--- src/rtl/avmm_sdram_pkg.sv ---
`default_nettype none
// ============================================================================
// Module   : avmm_sdram_pkg
// Brief    : Shared widths and the command record for the console-to-SDRAM port.
// Revision : 1.0 - initial release
// ============================================================================
package avmm_sdram_pkg;

    localparam int C_ADDR_W = 32;
    localparam int C_DATA_W = 32;
    localparam int C_BE_W   = C_DATA_W / 8;

    // The command record is sized by the package widths; override both together.
    typedef struct packed {
        logic                  we;
        logic [C_ADDR_W-3:0]   addr;
        logic [C_DATA_W-1:0]   wdata;
        logic [C_BE_W-1:0]     be;
    } cmd_t;

endpackage : avmm_sdram_pkg
`default_nettype wire

--- src/rtl/avmm_rsp_fifo.sv ---
`default_nettype none
// ============================================================================
// Module   : avmm_rsp_fifo
// Brief    : Bypass-free synchronous FIFO holding read responses from the core.
// Revision : 1.0 - initial release
// ============================================================================
module avmm_rsp_fifo #(
    parameter  int DEPTH = 4,
    parameter  int WIDTH = 32,
    localparam int AW    = $clog2(DEPTH)
) (
    input  logic             clk,
    input  logic             rst,
    input  logic             push,
    input  logic             pop,
    input  logic [WIDTH-1:0] din,
    output logic [WIDTH-1:0] dout,
    output logic             empty,
    output logic             full
);

    logic [WIDTH-1:0] r_mem [DEPTH];
    logic [AW:0]      r_wptr;
    logic [AW:0]      r_rptr;
    logic             w_do_push;
    logic             w_do_pop;

    // A push into a full FIFO is allowed only when an entry leaves in the same cycle.
    assign w_do_push = push && (!full || pop);
    assign w_do_pop  = pop && !empty;

    always_ff @(posedge clk) begin
        if (w_do_push) begin
            r_mem[r_wptr[AW-1:0]] <= din;
        end
    end

    always_ff @(posedge clk) begin
        if (rst) begin
            r_wptr <= '0;
            r_rptr <= '0;
        end else begin
            if (w_do_push) begin
                r_wptr <= r_wptr + 1'b1;
            end
            if (w_do_pop) begin
                r_rptr <= r_rptr + 1'b1;
            end
        end
    end

    // Extra pointer bit distinguishes full from empty when the indices coincide.
    assign empty = (r_wptr == r_rptr);
    assign full  = (r_wptr[AW] != r_rptr[AW]) && (r_wptr[AW-1:0] == r_rptr[AW-1:0]);
    assign dout  = r_mem[r_rptr[AW-1:0]];

endmodule : avmm_rsp_fifo
`default_nettype wire

--- src/rtl/avmm_sdram_slave_port.sv ---
`default_nettype none
// ============================================================================
// Module   : avmm_sdram_slave_port
// Brief    : Avalon-MM responder turning console transactions into SDRAM core commands.
// Revision : 1.0 - initial release
// ============================================================================
module avmm_sdram_slave_port
    import avmm_sdram_pkg::*;
#(
    parameter  int ADDR_W = C_ADDR_W,
    parameter  int DATA_W = C_DATA_W,
    parameter  int MAX_RD = 4,
    localparam int BE_W   = DATA_W / 8,
    localparam int CNT_W  = $clog2(MAX_RD) + 1
) (
    input  logic              clk_clk,
    input  logic              reset_reset,

    input  logic [ADDR_W-1:0] slave_address,
    input  logic              slave_read,
    input  logic              slave_write,
    input  logic [DATA_W-1:0] slave_writedata,
    input  logic [BE_W-1:0]   slave_byteenable,
    output logic              slave_waitrequest,
    output logic [DATA_W-1:0] slave_readdata,
    output logic              slave_readdatavalid,

    output logic              core_cmd_valid,
    input  logic              core_cmd_ready,
    output logic              core_cmd_we,
    output logic [ADDR_W-3:0] core_cmd_addr,
    output logic [DATA_W-1:0] core_cmd_wdata,
    output logic [BE_W-1:0]   core_cmd_be,
    input  logic              core_rsp_valid,
    input  logic [DATA_W-1:0] core_rsp_data,

    output logic [CNT_W-1:0]  status_outstanding,
    output logic              status_err
);

    cmd_t              r_cmd;
    logic              r_cmd_valid;
    logic [CNT_W-1:0]  r_outstanding;
    logic              r_err;

    logic              w_cmd_pop;
    logic              w_rd_limit;
    logic              w_waitreq;
    logic              w_accept;
    logic              w_acc_rd;
    logic              w_both;

    logic              w_fifo_push;
    logic              w_fifo_pop;
    logic              w_fifo_empty;
    logic              w_fifo_full;
    logic [DATA_W-1:0] w_fifo_dout;
    logic              w_rsp_err;

    logic              w_unused;

    // Byte-offset bits carry no meaning for a word-wide core.
    assign w_unused = ^slave_address[1:0];

    // ------------------------------------------------------------------
    // Request acceptance and backpressure
    // ------------------------------------------------------------------
    always_comb begin
        w_cmd_pop  = r_cmd_valid && core_cmd_ready;
        w_rd_limit = slave_read && !slave_write && (r_outstanding == CNT_W'(MAX_RD));
        // A full register still takes a new request when it drains this cycle.
        w_waitreq  = reset_reset || (r_cmd_valid && !core_cmd_ready) || w_rd_limit;
        w_accept   = (slave_read || slave_write) && !w_waitreq;
        w_acc_rd   = w_accept && slave_read && !slave_write;
        w_both     = w_accept && slave_read && slave_write;
    end

    // ------------------------------------------------------------------
    // Single-entry command register
    // ------------------------------------------------------------------
    always_ff @(posedge clk_clk) begin
        if (reset_reset) begin
            r_cmd_valid <= 1'b0;
            r_cmd       <= '0;
        end else if (w_accept) begin
            r_cmd_valid <= 1'b1;
            r_cmd.we    <= slave_write;
            r_cmd.addr  <= slave_address[ADDR_W-1:2];
            r_cmd.wdata <= slave_writedata;
            r_cmd.be    <= slave_byteenable;
        end else if (w_cmd_pop) begin
            r_cmd_valid <= 1'b0;
        end
    end

    // ------------------------------------------------------------------
    // Response path
    // ------------------------------------------------------------------
    assign w_fifo_pop  = !w_fifo_empty;
    // Data nobody asked for, or that has nowhere to go, is dropped and flagged.
    assign w_rsp_err   = core_rsp_valid &&
                         ((r_outstanding == '0) || (w_fifo_full && !w_fifo_pop));
    assign w_fifo_push = core_rsp_valid && !w_rsp_err;

    avmm_rsp_fifo #(
        .DEPTH (MAX_RD),
        .WIDTH (DATA_W)
    ) u_rsp_fifo (
        .clk   (clk_clk),
        .rst   (reset_reset),
        .push  (w_fifo_push),
        .pop   (w_fifo_pop),
        .din   (core_rsp_data),
        .dout  (w_fifo_dout),
        .empty (w_fifo_empty),
        .full  (w_fifo_full)
    );

    // ------------------------------------------------------------------
    // Read credit counter and sticky error
    // ------------------------------------------------------------------
    always_ff @(posedge clk_clk) begin
        if (reset_reset) begin
            r_outstanding <= '0;
        end else begin
            case ({w_acc_rd, w_fifo_pop})
                2'b10:   r_outstanding <= r_outstanding + CNT_W'(1);
                2'b01:   r_outstanding <= r_outstanding - CNT_W'(1);
                default: r_outstanding <= r_outstanding;
            endcase
        end
    end

    always_ff @(posedge clk_clk) begin
        if (reset_reset) begin
            r_err <= 1'b0;
        end else if (w_both || w_rsp_err) begin
            r_err <= 1'b1;
        end
    end

    // ------------------------------------------------------------------
    // Outputs
    // ------------------------------------------------------------------
    assign slave_waitrequest   = w_waitreq;
    assign slave_readdatavalid = w_fifo_pop;
    assign slave_readdata      = w_fifo_pop ? w_fifo_dout : '0;

    assign core_cmd_valid      = r_cmd_valid;
    assign core_cmd_we         = r_cmd.we;
    assign core_cmd_addr       = r_cmd.addr;
    assign core_cmd_wdata      = r_cmd.wdata;
    assign core_cmd_be         = r_cmd.be;

    assign status_outstanding  = r_outstanding;
    assign status_err          = r_err;

endmodule : avmm_sdram_slave_port
`default_nettype wire

--- config.mk ---
export PLATFORM = sky130hd
export DESIGN_NAME = avmm_sdram_slave_port
export DESIGN_NICKNAME = d
export VERILOG_FILES = /design/src/rtl/avmm_sdram_pkg.sv /design/src/rtl/avmm_rsp_fifo.sv /design/src/rtl/avmm_sdram_slave_port.sv
export SDC_FILE = /design/constraint.sdc
export NUM_CORES = 1
export LEC_CHECK = 0
export CORE_ASPECT_RATIO = 2
export CORE_MARGIN = 4
export CORE_UTILIZATION = 44
export CTS_CLUSTER_DIAMETER = 150
export DETAILED_ROUTE_END_ITERATION = 8
export PLACE_DENSITY = 0.79
export SYNTH_ARGS = -nofsm -noshare
export SYNTH_HDL_FRONTEND = slang
export SYNTH_SLANG_ARGS = --single-unit
--- constraint.sdc ---
create_clock -name clk_clk -period 2.4 [get_ports clk_clk]
set_input_delay 0.48 -clock clk_clk [delete_from_list [all_inputs] [get_ports clk_clk]]
set_output_delay 0.48 -clock clk_clk [all_outputs]
set_load 0.05 [all_outputs]
# Word-level counts from Yosys, hierarchy flattened
# Memory sizes are Yosys's and may differ from the RTL's. A register that Yosys moved wholly into a read port is not among the register bits.
# Index checks and enable logic that the tools add are counted.
# word_totals
memories	1
in_bits	106
ram_bits	128
out_inout_bits	106
word_cells	56
ff_bits	78
# classes
reduce_logical	28
n_addsub	4
muxes	8
n_eq_ne	6
# memory_table
name	words	word_bits	read_ports	rd_ports_with_merged_regs	wr	line	source
u_rsp_fifo.r_mem	4	32	1	1	1	avmm_rsp_fifo.sv:22	logic [WIDTH-1:0] r_mem [DEPTH];
# ops
operator	n
32-bit 2-to-1 mux	1
1-bit logical AND	13
3-bit by 1-bit adder with 3-bit output, second input constant	3
1-bit logical NOT	6
1-bit logical OR	6
3-bit case mux with 2 select lines	1
1-bit 2-to-1 mux	4
2-bit 2-to-1 mux	2
2-bit nonzero test	2
3-bit equality test	1
3-bit equality test, second input constant	1
3-bit logical NOT	1
3-bit by 1-bit subtractor with 3-bit output, second input constant	1
2-bit by 1-bit equality test with 1-bit output, second input constant	1
2-bit equality test	1
2-bit equality test, second input constant	1
1-bit != test	1

# Logic depth before layout (Yosys ltp)
# logic_depth
word_depth	10
ltp_mapped	10

# By module
# From an unflattened synthesis, not the netlist that was laid out.
# hier_totals
cells_unflattened	600
area_unflattened_um2	8177.8
# by_module_without_submodules
mod	area_per_inst_um2	cells_per_inst	instances
avmm_rsp_fifo	5144.9	222	1
avmm_sdram_slave_port	3032.9	378	1

# Worst setup path before layout
# OpenSTA, ideal clock, no wires.
# synth_timing
path_kind	reg2reg
startpoint	register u_rsp_fifo.r_wptr[0]
endpoint	register r_outstanding[2], in the netlist status_outstanding[2]
setup_ns	0.071
slack_ns	-0.334
n_path_buf	1
required_time_ns	2.329
path_stages_with_launch	11
period_less_slack_ns	2.734
arrival_ns	2.664
path_cell_list	dfxtp_1 -> xor2_1 -> nor3_1 -> clkbuf_1 -> inv_1 -> ha_1 -> inv_1 -> fa_1 -> xor2_1 -> or3_1 -> a21oi_1
# synth_between
elab_chain_cells	4
# synth_rtl
element	line	source
from (decl)	avmm_rsp_fifo.sv:23	logic [AW:0] r_wptr;
from (signal assigned)	avmm_rsp_fifo.sv:44	r_wptr <= r_wptr + 1'b1;
3-bit equality test (*)	avmm_rsp_fifo.sv:53	assign empty = (r_wptr == r_rptr);
1-bit logical NOT (*)	avmm_sdram_slave_port.sv:99	assign w_fifo_pop = !w_fifo_empty;
named net slave_readdatavalid	avmm_sdram_slave_port.sv:26	output logic slave_readdatavalid,
2-bit by 1-bit equality test with 1-bit output / 2-bit equality test (equally long branches)	avmm_sdram_slave_port.sv:126	case ({w_acc_rd, w_fifo_pop})
3-bit case mux with 2 select lines / 2-bit nonzero test (equally long branches)	--	
to (signal assigned)	avmm_sdram_slave_port.sv:127	2'b10: r_outstanding <= r_outstanding + CNT_W'(1);
to (signal assigned)	avmm_sdram_slave_port.sv:128	2'b01: r_outstanding <= r_outstanding - CNT_W'(1);
to (signal assigned)	avmm_sdram_slave_port.sv:129	default: r_outstanding <= r_outstanding;
to (decl)	avmm_sdram_slave_port.sv:43	logic [CNT_W-1:0] r_outstanding;
# Mark *: on every way through the listed nets, which the timed path passes. The rest lies on a longest branch.
# A chain may end at the register's enable or synchronous reset.

==> results.yml <==
logic_synthesis:
  synth_area_leader_cell: "edfxtp_1"
  synthMuxAreaShare_pct: 8.848
  ys_ff_latch: 208
  synth_edf_count: 128
  synth_xor_area_share_pct: 0.6364
  ys_seq_area_share_pct: 65.94
  synth_area_leaders: "edfxtp_1 (47%), dfxtp_1 (19%), mux4_2 (8.7%)"
  ys_async_sr_fraction_pct: 0
  ys.flop_type: "edfxtp_1"
  yosys.area_share.simple_pct: 5.424
  syn_nets: 703
  synth_fa_ha_area_share_pct: 1.152
  synth_top_family_by_area: "compound AO/OA/AOI/OAI gates"
  avgSynthCellArea_um2: 14.00
  syn_area_um2: 8258
  ys_types: 38
  postSynthCellCount: 590
  synth_compound_area_share_pct: 12.06
  synth_top_area_share_pct: 46.55
  ys_warn_count: 0
sta:
  fin_ws_ns: 0.007012
  finalCritPeriodShare_pct: 99.71
  setup_viol: 0
  tightest_slew_ns: 0.6769
  slew_headroom_pct: 54.87
  fin_skew_ns: 0.01014
  rsz0062_at_grt: "yes"
  finalHoldViolCount: 0
  post-route-min-period_ns: 2.393
  report.final.slew_viol_count: 0
  max_freq_mhz: 417.9
  holdWs_ns: 0.4804
setup_path:
  rrSetupSlack_ns: 0.11
  cp_num_buf_inv: 2
  crit_chain: "buf_12 -> mux4_2 -> and2b_1 -> buf_6"
  slowest_delay_ns: 0.50
  critPathLaunchType: "flop"
  endpoint_kind: "output port"
  slowest_stage: "mux4_2"
  r2r_start: "status_outstanding[0]"
  rr_endpoint: "status_outstanding[2]"
  reg2reg_depth: 9
  path_class: "flop to output port"
  critPathArrivalTime_ns: 1.91
  crit_required_ns: 1.92
  crit_family: "multiplexers"
  cp_max_fo: 11
clocking:
  numCtsBuffers: 19
  tritoncts: "yes"
  hold_buffers: 0
  cts_num_sinks: 208
  htreeDepth: 1
  clk_pin_slew_ns: 0.06
  root_buffer: "clkbuf_16"
  clockBufferDepth: 3
  clock_latency_ns: 0.48
routing:
  drc: 0
  wirelength_mm: 18.89
  drtIter0Drc: 173
  postRouteAntennaNets: 0
  wl_per_cell_um: 18.22
  drt_pass1_iterations: 4
  via_per_inst: 5.415
  vias: 5615
worst_hold_path:
  hp-class: "flop to flop"
  hold_end: "core_cmd_addr[3]"
  holdPathStages: 2
  hold_start: "core_cmd_addr[3]"
finish:
  final_common_cell: "clkdlybuf4s50_1"
  drive_gt1_share_pct: 20.10
  layout_common_cells: "clkdlybuf4s50_1 (175), edfxtp_1 (128), inv_1 (72)"
  design_area_um2: 11680
  fillers: 1328
  final_util_pct: 63.51
  antennaDiodeCount: 0
  area_growth_pct: 41.45
  final_nets: 921
die:
  die_width_um: 104.9
  rows: 70
  start_util_pct: 44.90
  core_um2: 18390
  die-area_um2: 21160
  die_h_um: 201.7
  io_pins: 212
power_and_ir_drop:
  switching_share_pct: 37.31
  pwr-share-comb_pct: 47.9
  pwr-share-clk_pct: 20.7
  p_int_mw: 8.766
  seqPwrFrac_pct: 31.4
  power_mw: 13.98
  p_per_area_nw_per_um2: 1197
  ir_drop_mv: 0.5865
  switching_power_mw: 5.218
  leakagePower_nw: 4.252
global_route:
  grt_use_total_pct: 17.66
  grt_pass1_wl_mm: 30.09
  grt_pass1_vias: 5756
  antenna_found_initial: 0
  grt_max_degree: 72
  grt-ovfl-total: 0
placed_design:
  post_dp_cell_area_um2: 10790
  dp_hpwl_mm: 12.24
  dp_slack_ns: -0.2354
  io_buffers: 209
  place_congestion: 0.7608
outcome:
  status: "finished, final reports clean"
run:
  cap_viol_max_count: 0
==> worst reg2reg max path: stages (launching register included) <==
cell	delay, ns
dfxtp_2	0.32
or3b_2	0.47
nand4_1	0.11
or2_2	0.13
ha_2	0.17
inv_1	0.05
fa_1	0.38
xor2_1	0.16
or3_1	0.32
a21oi_2	0.13
==> worst max path at each step <==
stage | slack, ns | depth (start not counted) | from | endpoint
6_report | 0.007 | 4 | flop | slave_readdata[30]
5_1_grt | -0.08 | 4 | flop | slave_readdata[8]
2_1_floorplan | 0.00008 | 10 | u_rsp_fifo.r_wptr[2] | status_outstanding[2]
3_3_place_gp | -0.17 | 10 | core_cmd_ready | status_outstanding[2]
3_5_place_dp | -0.24 | 10 | core_cmd_ready | status_outstanding[2]
4_1_cts | -0.05 | 4 | flop | slave_readdata[0]
==> synth_stat cells (2+ instances only) <==
master and n:
buf_2 5, o211ai_1 2, nand3_1 3, ha_1 6
nand2_1 4, edfxtp_1 128, xor2_1 5, o31a_1 2
nand4_1 2, clkbuf_1 37, nand2b_1 2, dfxtp_1 80
and2b_1 15, a21oi_1 6, mux4_2 32, o21ai_1 47
or4_1 2, nor2_1 8, buf_6 4, o21ai_0 22
nor3_1 4, nor2b_1 18, nor3b_1 2, o311ai_0 66
inv_1 72, and2_1 4
==> power groups by stage <==
stage	registers [mW]	logic (mW)	clock network, mW
4_1_cts	4.40	6.77	2.99
5_1_grt	4.44	7.08	3.12
2_1_floorplan	4.90	3.34	0
6_report	4.40	6.70	2.89
3_3_place_gp	4.44	5.89	0
3_5_place_dp	4.46	5.92	0
==> registers in the layout, summed over array words and instances, names as in the netlist, 3 cells and up, named ones only <==
register,cells
core_cmd_addr,30
core_cmd_be,4
core_cmd_wdata,32
status_outstanding,3
u_rsp_fifo.r_mem,128
u_rsp_fifo.r_rptr,3
u_rsp_fifo.r_wptr,3
==> metrics by stage <==
step	TNS, ns	std cells
2_1_floorplan	0	590
3_3_place_gp	-0.2114	995
3_5_place_dp	-0.3255	995
4_1_cts	-0.2767	1038
5_1_grt	-1.007	1037
6_report	0	1037
==> cell type report <==
cell class              instances  area, um^2  area share [%]
clock buffers                  24       525.5           4.499
flip-flops and latches        208        5469           46.82
well taps                     216       270.3           2.314
multi-input cells             262        2445           20.93
repair buffers                244        2619           22.42
inverters                      73       277.8           2.378
clock inverters                10       75.07          0.6427
==> cell families (layout without fill, tap and decap cells) <==
family	after synthesis	count (layout)
flops	208	208
fa+ha+maj	7	7
buf+inv	120	351
xor+xnor	6	6
mux	33	33
simple gates	70	70
compound gates	146	146
==> routing by layer <==
layer / share of wire [%] / track usage (%) / routed length, um / up-vias
met5: 0 / 0 / 0 / -
met4: 2.2 / 5.537 / 414 / 0
met3: 11 / 7.416 / 2074 / 24
met2: 52 / 31.20 / 9738 / 219
met1: 35 / 18.98 / 6665 / 2706
li1: - / - / - / 2666
==> timing repair <==
action	4_1_cts	5_1_grt
buffers inserted	7	0
cloned	2	0
gates resized for setup	45	12
pin swaps	4	2
endpoints found under the setup margin	32	31
No activity file was read; power rests on OpenSTA's default activity.
